$ cat src/rtl/kp_pad_pkg.sv
// Shared types and constants for the PC-FX K-port pad responder.
`timescale 1ns/1ps
package kp_pad_pkg;

  localparam logic [3:0]  KP_ID_PAD     = 4'hF;
  localparam int unsigned KP_FRAME_BITS = 32;
  localparam int unsigned KP_CNT_W      = 6;
  localparam int unsigned KP_BTN_W      = 16;

  // Bit positions of each button inside BUTTONS and the low half of a frame.
  typedef enum logic [3:0] {
    KP_BTN_I      = 4'd0,
    KP_BTN_II     = 4'd1,
    KP_BTN_III    = 4'd2,
    KP_BTN_IV     = 4'd3,
    KP_BTN_V      = 4'd4,
    KP_BTN_VI     = 4'd5,
    KP_BTN_SELECT = 4'd6,
    KP_BTN_RUN    = 4'd7,
    KP_BTN_UP     = 4'd8,
    KP_BTN_RIGHT  = 4'd9,
    KP_BTN_DOWN   = 4'd10,
    KP_BTN_LEFT   = 4'd11,
    KP_BTN_MODE1  = 4'd12,
    KP_BTN_RSV13  = 4'd13,
    KP_BTN_MODE2  = 4'd14,
    KP_BTN_RSV15  = 4'd15
  } kp_btn_e;

  typedef enum logic [1:0] {
    ST_IDLE   = 2'd0,
    ST_LOADED = 2'd1,
    ST_SHIFT  = 2'd2,
    ST_DONE   = 2'd3
  } kp_state_e;

endpackage

$ cat src/rtl/kp_pad_if.sv
// K-port host link: latch/clock/direction/data from the host, serial data back.
// master = host side (drives strobes), slave = pad side (drives KP_DIN).
`timescale 1ns/1ps
interface kp_pad_if;
  logic KP_LATCH;
  logic KP_CLK;
  logic KP_RW;
  logic KP_DOUT;
  logic KP_DIN;

  modport master (output KP_LATCH, KP_CLK, KP_RW, KP_DOUT, input KP_DIN);
  modport slave  (input KP_LATCH, KP_CLK, KP_RW, KP_DOUT, output KP_DIN);
endinterface

$ cat src/rtl/kp_pad_sync.sv
// Multi-stage synchroniser with a rising-edge pulse taken from the last stage.
// Ports: CLK/RES core clock and async reset; d async input; q synchronised level;
//        rise_c one-CLK pulse in the cycle q first reads 1.
`timescale 1ns/1ps
module kp_sync #(
  parameter int unsigned STAGES = 2
) (
  input  logic CLK,
  input  logic RES,
  input  logic d,
  output logic q,
  output logic rise_c
);

  logic [STAGES-1:0] chain;
  logic              q_d;

  always_ff @(posedge CLK or posedge RES) begin
    if (RES) begin
      chain <= '0;
      q_d   <= 1'b0;
    end else begin
      chain <= {chain[STAGES-2:0], d};
      q_d   <= chain[STAGES-1];
    end
  end

  assign q      = chain[STAGES-1];
  assign rise_c = chain[STAGES-1] & ~q_d;

endmodule

$ cat src/rtl/kp_pad.sv
// PC-FX joypad responder on one K-port channel: serialises the pad frame to the
// host (LSB first) and deserialises host writes.
// Ports: CLK/RES core clock and async reset; CONNECTED pad present; BUTTONS
//        pressed map; kp host link (slave); RX_DATA last written word;
//        RX_VALID one-CLK pulse when RX_DATA updates.
`timescale 1ns/1ps
module kp_pad
  import kp_pad_pkg::*;
#(
  parameter logic [3:0]  PAD_ID      = KP_ID_PAD,
  parameter int unsigned SYNC_STAGES = 2,
  parameter int unsigned FRAME_BITS  = KP_FRAME_BITS
) (
  input  logic                  CLK,
  input  logic                  RES,
  input  logic                  CONNECTED,
  input  logic [KP_BTN_W-1:0]   BUTTONS,
  kp_pad_if.slave               kp,
  output logic [FRAME_BITS-1:0] RX_DATA,
  output logic                  RX_VALID
);

  logic latch_q, latch_rise, clk_rise, rw_q, dout_q;
  logic clk_lvl_unused, rw_rise_unused, dout_rise_unused;

  kp_sync #(.STAGES(SYNC_STAGES)) u_sync_latch (
    .CLK(CLK), .RES(RES), .d(kp.KP_LATCH), .q(latch_q), .rise_c(latch_rise));
  kp_sync #(.STAGES(SYNC_STAGES)) u_sync_clk (
    .CLK(CLK), .RES(RES), .d(kp.KP_CLK), .q(clk_lvl_unused), .rise_c(clk_rise));
  kp_sync #(.STAGES(SYNC_STAGES)) u_sync_rw (
    .CLK(CLK), .RES(RES), .d(kp.KP_RW), .q(rw_q), .rise_c(rw_rise_unused));
  kp_sync #(.STAGES(SYNC_STAGES)) u_sync_dout (
    .CLK(CLK), .RES(RES), .d(kp.KP_DOUT), .q(dout_q), .rise_c(dout_rise_unused));

  kp_state_e             state, state_n;
  logic [FRAME_BITS-1:0] tx_sr, tx_sr_n;
  logic [FRAME_BITS-1:0] rx_sr, rx_sr_n;
  logic [KP_CNT_W-1:0]   bit_cnt, bit_cnt_n;
  logic [FRAME_BITS-1:0] rx_data_n;
  logic                  rx_valid_n;
  logic                  din_n;
  logic [FRAME_BITS-1:0] frame_c;
  logic                  shift_ok_c;

  assign frame_c = CONNECTED ? FRAME_BITS'({PAD_ID, 12'h000, BUTTONS}) : '1;

  // The first host clock in LOADED already moves a bit, so 32 edges cover a frame.
  assign shift_ok_c = clk_rise & ~latch_q &
                      ((state == ST_LOADED) || (state == ST_SHIFT));

  // Next-state and datapath; a latch edge always wins over a coincident clock edge.
  always_comb begin
    state_n    = state;
    tx_sr_n    = tx_sr;
    rx_sr_n    = rx_sr;
    bit_cnt_n  = bit_cnt;
    rx_data_n  = RX_DATA;
    rx_valid_n = 1'b0;
    if (latch_rise) begin
      state_n   = ST_LOADED;
      tx_sr_n   = frame_c;
      rx_sr_n   = '0;
      bit_cnt_n = '0;
    end else if (shift_ok_c) begin
      state_n = ST_SHIFT;
      if (rw_q) begin
        rx_sr_n = {dout_q, rx_sr[FRAME_BITS-1:1]};
      end else begin
        tx_sr_n = {1'b1, tx_sr[FRAME_BITS-1:1]};
      end
      bit_cnt_n = bit_cnt + KP_CNT_W'(1);
      if (bit_cnt_n == KP_CNT_W'(FRAME_BITS)) begin
        state_n = ST_DONE;
        if (rw_q && CONNECTED) begin
          rx_data_n  = rx_sr_n;
          rx_valid_n = 1'b1;
        end
      end
    end
    din_n = ((state_n == ST_LOADED) || (state_n == ST_SHIFT)) ? tx_sr_n[0] : 1'b1;
  end

  always_ff @(posedge CLK or posedge RES) begin
    if (RES) begin
      state     <= ST_IDLE;
      tx_sr     <= '1;
      rx_sr     <= '0;
      bit_cnt   <= '0;
      RX_DATA   <= '0;
      RX_VALID  <= 1'b0;
      kp.KP_DIN <= 1'b1;
    end else begin
      state     <= state_n;
      tx_sr     <= tx_sr_n;
      rx_sr     <= rx_sr_n;
      bit_cnt   <= bit_cnt_n;
      RX_DATA   <= rx_data_n;
      RX_VALID  <= rx_valid_n;
      kp.KP_DIN <= din_n;
    end
  end

endmodule

$ cat src/flat_wrapper.sv
// flat-port wrapper written by rule: the top's interface ports become plain ports
module kp_pad_flat import kp_pad_pkg::*;
#(
  parameter logic [3:0]  PAD_ID      = KP_ID_PAD,
  parameter int unsigned SYNC_STAGES = 2,
  parameter int unsigned FRAME_BITS  = KP_FRAME_BITS
)
  (CLK, RES, CONNECTED, BUTTONS, RX_DATA, RX_VALID, kp_KP_LATCH, kp_KP_CLK, kp_KP_RW, kp_KP_DOUT, kp_KP_DIN);
  kp_pad_if kp_i ();
  input  logic CLK;
  input  logic RES;
  input  logic CONNECTED;
  input  logic [KP_BTN_W-1:0] BUTTONS;
  output logic [FRAME_BITS-1:0] RX_DATA;
  output logic RX_VALID;
  input wire logic [$bits(kp_i.KP_LATCH)-1:0] kp_KP_LATCH;
  input wire logic [$bits(kp_i.KP_CLK)-1:0] kp_KP_CLK;
  input wire logic [$bits(kp_i.KP_RW)-1:0] kp_KP_RW;
  input wire logic [$bits(kp_i.KP_DOUT)-1:0] kp_KP_DOUT;
  output wire logic [$bits(kp_i.KP_DIN)-1:0] kp_KP_DIN;
  assign kp_i.KP_LATCH = kp_KP_LATCH;
  assign kp_i.KP_CLK = kp_KP_CLK;
  assign kp_i.KP_RW = kp_KP_RW;
  assign kp_i.KP_DOUT = kp_KP_DOUT;
  assign kp_KP_DIN = kp_i.KP_DIN;
  kp_pad #(.PAD_ID(PAD_ID), .SYNC_STAGES(SYNC_STAGES), .FRAME_BITS(FRAME_BITS)) u_core (.CLK(CLK), .RES(RES), .CONNECTED(CONNECTED), .BUTTONS(BUTTONS), .kp(kp_i), .RX_DATA(RX_DATA), .RX_VALID(RX_VALID));
endmodule
$ cat config.mk
export PLATFORM = sky130hd
export DESIGN_NAME = kp_pad_flat
export DESIGN_NICKNAME = d
export VERILOG_FILES = /design/src/rtl/kp_pad_pkg.sv /design/src/rtl/kp_pad_if.sv /design/src/rtl/kp_pad_sync.sv /design/src/rtl/kp_pad.sv /design/src/flat_wrapper.sv
export SDC_FILE = /design/constraint.sdc
export NUM_CORES = 1
export LEC_CHECK = 0
export ABC_AREA = 1
export CAP_MARGIN = 0
export CORE_MARGIN = 5
export CORE_UTILIZATION = 50
export CTS_CLUSTER_SIZE = 40
export DETAILED_ROUTE_END_ITERATION = 6
export PLACE_DENSITY = 0.72
export SLEW_MARGIN = 20
export SYNTH_ARGS = -nofsm -noshare
export SYNTH_HDL_FRONTEND = slang
export SYNTH_SLANG_ARGS = --single-unit
$ cat constraint.sdc
create_clock -name CLK -period 4.97 [get_ports CLK]
set_input_delay 0.7455 -clock CLK [delete_from_list [all_inputs] [get_ports CLK]]
set_output_delay 0.7455 -clock CLK [all_outputs]
set_load 0.1 [all_outputs]
==> flow_metrics.py, run 1 <==
metrics = {
    "setup_path": {
        "cp-start-kind": "register",
        "end_kind": "output port",
        "rrSetupSlack_ns": 2.42,
        "slowest_delay_ns": 1.12,
        "path_max_fanout": 1,
        "reg2reg_depth": 8,
        "arrival_ns": 2.12,
        "crit_family": "buffers and inverters",
        "path_buf_inv": 1,
        "crit_chain": "clkdlybuf4s50_1",
        "cp_slowest_cell": "clkdlybuf4s50_1",
        "crit_start": "u_core.kp.KP_DIN",
        "crit_type": "reg -> out",
        "r2r_start": "u_core.u_sync_latch.chain[1]",
        "crit_required_ns": 4.22,
        "timing.rr.end": "u_core.rx_sr[28]",
    },
    "floorplan": {
        "pin_count": 57,
        "die_h_um": 110.4,
        "die_w_um": 110.4,
        "start_util_pct": 51.35,
        "row_count": 36,
        "core_area_um2": 9819,
        "die-area_um2": 12190,
    },
    "timing": {
        "post-route-min-period_ns": 2.869,
        "fin_crit_sh_pct": 57.73,
        "hold_viol_final": 0,
        "relSlewSlack_pct": 34.55,
        "hold_slack_ns": 0.3467,
        "fin_tns_setup_ns": 0,
        "setup_ws_ns": 2.101,
        "clock.fmax_mhz": 348.5,
        "worst_pin_slew_ns": 0.9786,
        "rsz0062_at_grt": "no",
        "finalSetupViolCount": 0,
        "slew_viol_final": 0,
        "fin_skew_ns": 0.008779,
    },
    "synthesis": {
        "syn_nets": 577,
        "seq_area_frac_synth_pct": 58.39,
        "ys_async_sr_fraction_pct": 100.0,
        "yosysTopAreaCellShare_pct": 41.19,
        "synth_area_leaders": "dfrtp_1, dfstp_2, nand2_1",
        "avgSynthCellArea_um2": 9.118,
        "synth_enable_flop_cells": 0,
        "ys_types": 32,
        "ys.flop_type": "dfrtp_1",
        "synth_seq_cells": 116,
        "syn_inst": 553,
        "synth_top_area_cell": "dfrtp_1",
        "yosysMostFrequentCell": "nand2_1",
        "synth_common_cells": "nand2_1, dfrtp_1, inv_1, o21ai_0, nand3_1",
        "yosys_warnings": 0,
        "synthesis.area_um2": 5042,
    },
    "grt": {
        "grt_antenna_before_repair": 0,
        "use_met2_pct": 28.92,
        "use_met1_pct": 22.21,
        "grt_pass1_vias": 3814,
        "use_met3_pct": 4.540,
        "grt_overflow_total": 0,
        "grt.total_usage_pct": 17.29,
        "grt_pass1_wl_um": 17770,
        "grt_max_degree": 78,
        "top_usage_layer": "met2",
    },
    "detailed_routing": {
        "num_vias": 3882,
        "drtIter0Drc": 328,
        "drtAntennaViolNets": 0,
        "first_pass_iters": 7,
        "wl_per_cell_um": 13.81,
        "drc": 0,
        "finalWirelength_um": 10330,
        "via_per_inst": 5.190,
    },
    "power_and_ir_drop": {
        "p_sw_mw": 0.5707,
        "power_frac_clock_pct": 47.6,
        "power_leakage_nw": 2.639,
        "ir_drop_mv": 0.2086,
        "combPwrFrac_pct": 7.6,
        "p_total_mw": 2.354,
        "p_per_area_nw_per_um2": 379.2,
        "p_int_mw": 1.783,
        "p_seq_share_pct": 44.8,
        "p_sw_share_pct": 24.24,
    },
    "placement": {
        "pre_cts_ws_ns": 1.722,
        "hpwl_um": 6155,
        "dp_cells": 716,
        "gp_congestion": 0.7683,
        "io_buffers": 56,
        "place_area_um2": 5638,
    },
    "cts": {
        "ctsResizeCount": 0,
        "clockRootBuffer": "clkbuf_8",
        "clkTransAtPathRegs_ns": 0.06,
        "cts_setup_buffers": 0,
        "cts_sinks": 116,
        "cts_buffers": 17,
        "h-tree-depth": 4,
        "ctsLongestPathBuffers": 2,
        "cts_tree": "yes",
        "clock_latency_ns": 0.50,
        "postCtsHoldBufs": 0,
    },
    "final_layout": {
        "final_cell_area_um2": 6207,
        "instances_no_fill": 748,
        "final_nets": 626,
        "final_util_pct": 63.21,
        "antenna_cells": 0,
        "layout-drive-gt1-share_pct": 15.61,
        "fillerInstances": 831,
        "areaGrowthSynthToFinish_pct": 23.10,
    },
    "outcome": {
        "outcome": "finished, final reports clean",
    },
    "min_path": {
        "hp-class": "reg -> reg",
        "hold_path_end": "u_core.u_sync_latch.chain[1]",
        "min_from": "u_core.u_sync_latch.chain[0]",
        "whs_path_depth": 0,
    },
    "job": {
        "max-cap-violations": 0,
    },
}
-- metal layers --
layer,part of all wire [%],up-vias
met4,0.34,0
met3,4.1,4
li1,-,1898
met2,49,101
met5,0,-
met1,47,1879
-- registers in the layout (all words and copies together) (netlist names) --
| signal | cells |
|---|---|
| u_core.RX_DATA | 32 |
| u_core.rx_sr | 32 |
| u_core.tx_sr | 32 |
| u_core.bit_cnt | 6 |
| u_core.state | 2 |
| u_core.u_sync_clk.chain | 2 |
| u_core.u_sync_dout.chain | 2 |
| u_core.u_sync_latch.chain | 2 |
| u_core.u_sync_rw.chain | 2 |
| u_core.RX_VALID | 1 |
| u_core.kp.KP_DIN | 1 |
| u_core.u_sync_clk.q_d | 1 |
| u_core.u_sync_latch.q_d | 1 |
-- worst max-delay path by stage --
stage | to | slack [ns] | cells past startpoint
after global placement | u_core.RX_DATA[2] | 1.78 | 7
after CTS | kp_KP_DIN | 2.06 | 1
after global routing | kp_KP_DIN | 2.05 | 1
after detailed placement | u_core.RX_DATA[3] | 1.72 | 7
after floorplan | u_core.RX_DATA[0] | 1.21 | 1
final | kp_KP_DIN | 2.10 | 1
-- layout by cell type, fill, tap and decap left out, types with 2 or more instances in the layout --
master / instances
buf_4: 5
clkbuf_16: 16
clkbuf_8: 4
clkdlybuf4s50_1: 56
clkinv_2: 5
clkinv_4: 3
clkinvlp_4: 4
dfrtp_1: 82
dfstp_2: 33
inv_1: 74
inv_2: 2
nand2_1: 141
nand3_1: 39
nor2_1: 7
nor2_2: 2
nor2_4: 2
nor3_1: 2
o211ai_1: 8
o21ai_0: 59
o21ai_1: 15
o21ai_2: 13
o22ai_1: 23
o311ai_0: 6
-- cells by family after synthesis --
kind of cell    Yosys count  share of synthesized area (%)
simple gates            198                          16.65
compound gates          128                          15.29
flops                   116                          58.39
buf+inv                 109                          9.256
xor+xnor                  1                         0.1737
fa+ha+maj                 1                         0.2481
-- power by group through the flow --
stage | logic (mW) | registers [mW] | clock network [mW]
2_1_floorplan | 0.113 | 1.08 | 0
3_3_place_gp | 0.173 | 1.07 | 0
3_5_place_dp | 0.177 | 1.07 | 0
4_1_cts | 0.179 | 1.05 | 1.14
5_1_grt | 0.201 | 1.06 | 1.19
6_report | 0.178 | 1.05 | 1.12
-- cell type report --
cell class                 instances  area, µm²  share of cell area [%]
sequential                       116       2945                   47.45
multi-input combinational        328       1639                   26.41
timing repair buffer              61      598.1                   9.635
clock buffer                      20      455.4                   7.337
inverter                          78      296.5                   4.777
tap                              133      166.4                   2.681
clock inverter                    12      106.4                   1.713
Note: power is estimated with default switching activity, not from simulation.
==> inputs of run 2 (changes only) <==
- PLACE_DENSITY: 0.72 -> 0.75
- clock period: 4.97 -> 2.35 ns (I/O delays scaled with it)
==> run 2 against run 1 <==
  * Via count hardly changed
  * Non-clock buffer count is 8 higher
  * Sequential cell count stayed put
  * Critical path type is now reg -> reg
  * Largest power group unchanged
  * Largest cell class unchanged
  * First-iteration DRC count is 33% lower
==> flow_metrics.py, run 2 (synthesis gave the netlist of run 1 again) <==
metrics = {
    "floorplan": {
        "die_h_um": 110.4,
        "die-area_um2": 12190,
        "die_w_um": 110.4,
        "pin_count": 57,
        "row_count": 36,
        "core_area_um2": 9819,
        "start_util_pct": 51.35,
    },
    "grt": {
        "grt_max_degree": 56,
        "grt_pass1_wl_um": 17820,
        "grt_overflow_total": 0,
        "grt_antenna_before_repair": 0,
        "grt.total_usage_pct": 17.41,
        "grt_pass1_vias": 3925,
    },
    "cts": {
        "postCtsHoldBufs": 0,
        "clockRootBuffer": "clkbuf_8",
        "ctsLongestPathBuffers": 2,
        "cts_tree": "yes",
        "ctsResizeCount": 0,
        "cts_buffers": 17,
        "clock_latency_ns": 0.51,
        "cts_sinks": 116,
        "cts_setup_buffers": 0,
        "clkTransAtPathRegs_ns": 0.06,
        "h-tree-depth": 4,
    },
    "setup_path": {
        "crit_required_ns": 2.75,
        "cp-endpoint": "u_core.RX_DATA[12]",
        "crit_path_frequent_cell": "nand2_1",
        "slowest_delay_ns": 0.42,
        "crit_start": "u_core.bit_cnt[0]",
        "crit_chain": "ha_1, nand2_1, inv_1, nand3_1, nand2_1, nor2_2, nand3_2, buf_12, nand2_1, o21ai_2",
        "cp_slowest_cell": "dfrtp_1",
        "crit_family": "simple AND/OR/NAND/NOR gates",
        "path_depth": 10,
        "timing.rr.end": "u_core.RX_DATA[12]",
        "rrSetupSlack_ns": 0.41,
        "arrival_ns": 2.34,
        "end_kind": "register",
        "r2r_start": "u_core.bit_cnt[0]",
        "path_max_fanout": 46,
        "cp-start-kind": "register",
        "reg2reg_depth": 10,
        "crit_type": "reg -> reg",
        "path_buf_inv": 2,
    },
    "power_and_ir_drop": {
        "ir_drop_mv": 0.4828,
        "power_leakage_nw": 2.762,
        "p_per_area_nw_per_um2": 810.9,
    },
    "detailed_routing": {
        "drtIter0Drc": 219,
        "first_pass_iters": 5,
        "via_per_inst": 5.139,
        "num_vias": 3885,
        "drtAntennaViolNets": 0,
        "drc": 0,
        "finalWirelength_um": 10260,
        "wl_per_cell_um": 13.57,
    },
    "timing": {
        "fin_tns_setup_ns": 0,
        "hold_viol_final": 0,
        "post-route-min-period_ns": 1.942,
        "worst_pin_slew_ns": 0.6218,
        "finalSetupViolCount": 0,
        "slew_viol_final": 0,
        "fin_skew_ns": 0.009065,
        "relSlewSlack_pct": 58.49,
        "rsz0062_at_grt": "no",
        "fin_crit_sh_pct": 82.62,
        "clock.fmax_mhz": 515.0,
    },
    "placement": {
        "dp_cells": 724,
        "io_buffers": 56,
        "hpwl_um": 6424,
        "gp_congestion": 0.7873,
    },
    "final_layout": {
        "reg_top3": "u_core.RX_DATA (32), u_core.rx_sr (32), u_core.tx_sr (32)",
        "layout-drive-gt1-share_pct": 21.83,
        "final_util_pct": 63.46,
        "fillerInstances": 812,
        "instances_no_fill": 756,
        "final_common_cell": "nand2_1",
        "antenna_cells": 0,
        "final_nets": 634,
        "mostFrequentLayoutCells": "nand2_1, dfrtp_1, inv_1",
        "areaGrowthSynthToFinish_pct": 23.57,
    },
    "min_path": {
        "hp-class": "in -> async",
    },
    "outcome": {
        "outcome": "finished, final reports clean",
    },
    "job": {
        "max-cap-violations": 0,
    },
}
==> run 2: area by class of cell <==
type                    count  area [µm²]  area share (%)
flip-flops and latches    116        2945           47.27
multi-input cells         328        1632           26.18
repair buffers             69       623.1           10.00
clock buffers              19       431.7           6.928
inverters                  78       297.8           4.779
well taps                 133       166.4           2.671
clock inverters            13       135.1           2.169
==> run 2: routing by layer <==
layer  share of wire [%]  track usage, %  vias up
li1                    -               -     1920
met1                  45           22.18     1864
met2                  50           29.05       89
met3                 4.4           4.212       12
met4                 1.2           6.076        0
met5                   0               0        -
==> run 2: worst min-delay path by stage <==
stage,start,cells after the start,slack (ns),to
global route,RES,2,0.25,u_core.rx_sr[18]
global placement,u_core.u_sync_latch.chain[0],0,0.33,u_core.u_sync_latch.chain[1]
finish,RES,2,0.23,u_core.rx_sr[23]
floorplan,u_core.u_sync_clk.chain[0],0,0.33,u_core.u_sync_clk.chain[1]
detailed placement,u_core.u_sync_clk.chain[0],0,0.33,u_core.u_sync_clk.chain[1]
CTS,RES,2,0.24,u_core.rx_sr[23]
==> run 2: worst register-to-register path, delay by kind of cell, from the launching register on <==
family / cells / cell delay [ns]
AOI/OAI and AO/OA: 1 / 0.05
adders and majority gates: 1 / 0.23
buffers and inverters: 2 / 0.37
DFF: 1 / 0.42
and+or+nand+nor: 6 / 0.78
==> run 2: through the flow <==
stage	setup WS, ns	hold slack, ns	power [mW]	area (µm²)
2_1_floorplan	0.6110	0.3312	2.518	5046
3_3_place_gp	0.4687	0.3328	2.634	5664
3_5_place_dp	0.4302	0.3347	2.650	5664
4_1_cts	0.4180	0.2370	5.093	6231
5_1_grt	0.2323	0.2544	5.255	6231
6_report	0.4084	0.2294	5.053	6231
==> run 2: report_power, final <==
group	internal (mW)	switching, mW	leakage, nW
combinational	0.134	0.256	1.02
sequential	2.17	0.0576	1.48
clock	1.53	0.904	0.268
total	3.84	1.22	2.76
==> inputs of run 3 (changes only) <==
- clock period: 2.35 -> 1.77 ns (I/O delays scaled with it)
==> run 3 against run 2 <==
  * The flow now finishes with violations (negative setup slack)
  * Clock-buffer cell count rose by 4
  * Non-clock buffer count up 20
  * Power up 45%
  * Critical path depth shrank 1
  * Sequential power grew 33%
  * Final cell count rose by 2.6%
  * Core utilization is 7.4 points higher
  * First-iteration DRC count up 18%
  * Via count grew 7.1%
  * Clock power is 55% higher
  * Clock skew grew 0.0049 ns
  * Critical path type unchanged
  * Critical endpoint is now u_core.RX_DATA[9]
  * Highest routed layer unchanged
==> flow_metrics.py, run 3 (synthesis gave the netlist of run 1 again) <==
metrics = {
    "outcome": {
        "outcome": "finished, violations left",
        "violations": "negative setup slack",
    },
    "detailed_routing": {
        "wl_per_cell_um": 16.16,
        "drc": 0,
        "num_vias": 4159,
        "via_per_inst": 5.360,
        "drtAntennaViolNets": 0,
        "finalWirelength_um": 12540,
        "drtIter0Drc": 258,
        "first_pass_iters": 6,
    },
    "setup_path": {
        "crit_required_ns": 2.17,
        "cp-start-kind": "register",
        "end_kind": "register",
        "crit_type": "reg -> reg",
        "crit_chain": "ha_2, nand2_2, o21ai_2, nand2_2, nor2_4, nand3_4, clkbuf_16, nand2_1, o21ai_2",
        "arrival_ns": 2.18,
        "rrSetupSlack_ns": -0.02,
        "slowest_delay_ns": 0.41,
        "path_max_fanout": 7,
        "cp_slowest_cell": "dfrtp_1",
    },
    "floorplan": {
        "die-area_um2": 12190,
        "die_h_um": 110.4,
        "pin_count": 57,
        "start_util_pct": 51.35,
        "core_area_um2": 9819,
        "row_count": 36,
        "die_w_um": 110.4,
    },
    "cts": {
        "h-tree-depth": 4,
        "cts_buffers": 17,
        "cts_tree": "yes",
        "clkTransAtPathRegs_ns": 0.06,
        "clockRootBuffer": "clkbuf_8",
        "cts_sinks": 116,
        "ctsLongestPathBuffers": 2,
        "postCtsHoldBufs": 0,
        "clock_latency_ns": 0.52,
    },
    "final_layout": {
        "areaGrowthSynthToFinish_pct": 38.06,
        "final_common_cell": "nand2_1",
        "fillerInstances": 687,
        "layout-drive-gt1-share_pct": 27.53,
        "final_cell_area_um2": 6962,
        "antenna_cells": 0,
        "reg_top3": "u_core.RX_DATA (32), u_core.rx_sr (32), u_core.tx_sr (32)",
        "final_util_pct": 70.90,
        "mostFrequentLayoutCells": "nand2_1, dfrtp_1, inv_1",
        "final_nets": 654,
    },
    "placement": {
        "pre_cts_ws_ns": 0.06318,
        "io_buffers": 56,
        "gp_congestion": 0.7832,
        "place_area_um2": 6030,
        "hpwl_um": 7089,
    },
    "timing": {
        "fin_crit_sh_pct": 100.9,
        "relSlewSlack_pct": 71.40,
        "fin_skew_ns": 0.01397,
        "hold_slack_ns": 0.1104,
        "worst_pin_slew_ns": 0.4237,
        "finalSetupViolCount": 5,
        "fin_tns_setup_ns": -0.02338,
        "rsz0062_at_grt": "yes",
        "hold_viol_final": 0,
        "slew_viol_final": 0,
        "post-route-min-period_ns": 1.786,
        "setup_ws_ns": -0.01591,
        "clock.fmax_mhz": 559.9,
    },
    "power_and_ir_drop": {
        "ir_drop_mv": 0.6228,
        "power_leakage_nw": 3.024,
        "p_per_area_nw_per_um2": 1052,
    },
    "job": {
        "max-cap-violations": 0,
    },
    "grt": {
        "grt_max_degree": 47,
        "grt.total_usage_pct": 19.48,
        "grt_antenna_before_repair": 0,
        "grt_pass1_wl_um": 19600,
        "grt_overflow_total": 0,
        "grt_pass1_vias": 4129,
    },
    "min_path": {
        "hp-class": "in -> async",
    },
}
==> run 3: cell types whose count changed in the layout (fill, tap and decap cells not counted), moves of 4 or more <==
| cell | previous run | this run |
|---|---|---|
| buf_12 | 4 | 29 |
| buf_4 | 43 | 28 |
| nand2_1 | 141 | 129 |
| nand2_2 | 0 | 12 |
| buf_6 | 0 | 5 |
| clkbuf_16 | 16 | 20 |
| o21ai_0 | 59 | 55 |
==> run 3: per-layer routing <==
metal	up-vias	wire, µm	GRT usage [%]
li1	1956	-	-
met1	2043	5337	24.29
met2	134	6284	32.12
met3	26	644	5.033
met4	0	274	8.292
met5	-	0	0
==> run 3: critical path, delay by kind of cell, from the launching register on <==
kind                       cells  cell delay, ns
and+or+nand+nor                5            0.60
DFF                            1            0.41
buffers and inverters          1            0.25
adders and majority gates      1            0.23
AOI/OAI and AO/OA              2            0.20
==> run 3: power by group <==
| part | switching [mW] | leakage, nW | internal (mW) |
|---|---|---|---|
| clock network | 1.19 | 0.318 | 2.57 |
| registers | 0.0807 | 1.48 | 2.89 |
| logic | 0.369 | 1.23 | 0.229 |
| total | 1.64 | 3.02 | 5.69 |
==> run 3: per-stage QoR <==
| stage | instances | power [mW] |
|---|---|---|
| detailed placement | 731 | 3.556 |
| finish | 776 | 7.321 |
| global placement | 731 | 3.533 |
| global route | 776 | 7.561 |
| CTS | 763 | 7.307 |
| floorplan | 553 | 3.343 |
==> run 3: worst paths after layout <==
check / startpoint / endpoint / depth (start not counted)
min reg2reg: u_core.u_sync_dout.chain[0] / u_core.u_sync_dout.chain[1] / 0
max in group asynchronous: RES / u_core.RX_DATA[14] / 3
min in group CLK: kp_KP_LATCH / u_core.u_sync_latch.chain[0] / 1
max reg2reg: u_core.bit_cnt[1] / u_core.RX_DATA[9] / 9
min: RES / u_core.rx_sr[18] / 2
max: u_core.bit_cnt[1] / u_core.RX_DATA[9] / 9
==> run 3: cell type report <==
type	instances	area, µm²	area share [%]
Sequential cell	116	2945	42.31
Multi-Input combinational cell	328	1707	24.51
Timing Repair Buffer	89	1182	16.98
Clock buffer	23	476.7	6.848
Inverter	78	311.5	4.475
Clock inverter	9	172.7	2.480
Tap cell	133	166.4	2.390
==> run 3: what timing repair did <==
action,4_1_cts,5_1_grt
setup endpoints to repair,1,61
pin swaps,0,6
setup buffers,0,8
resized for setup,1,38
gates cloned,0,5
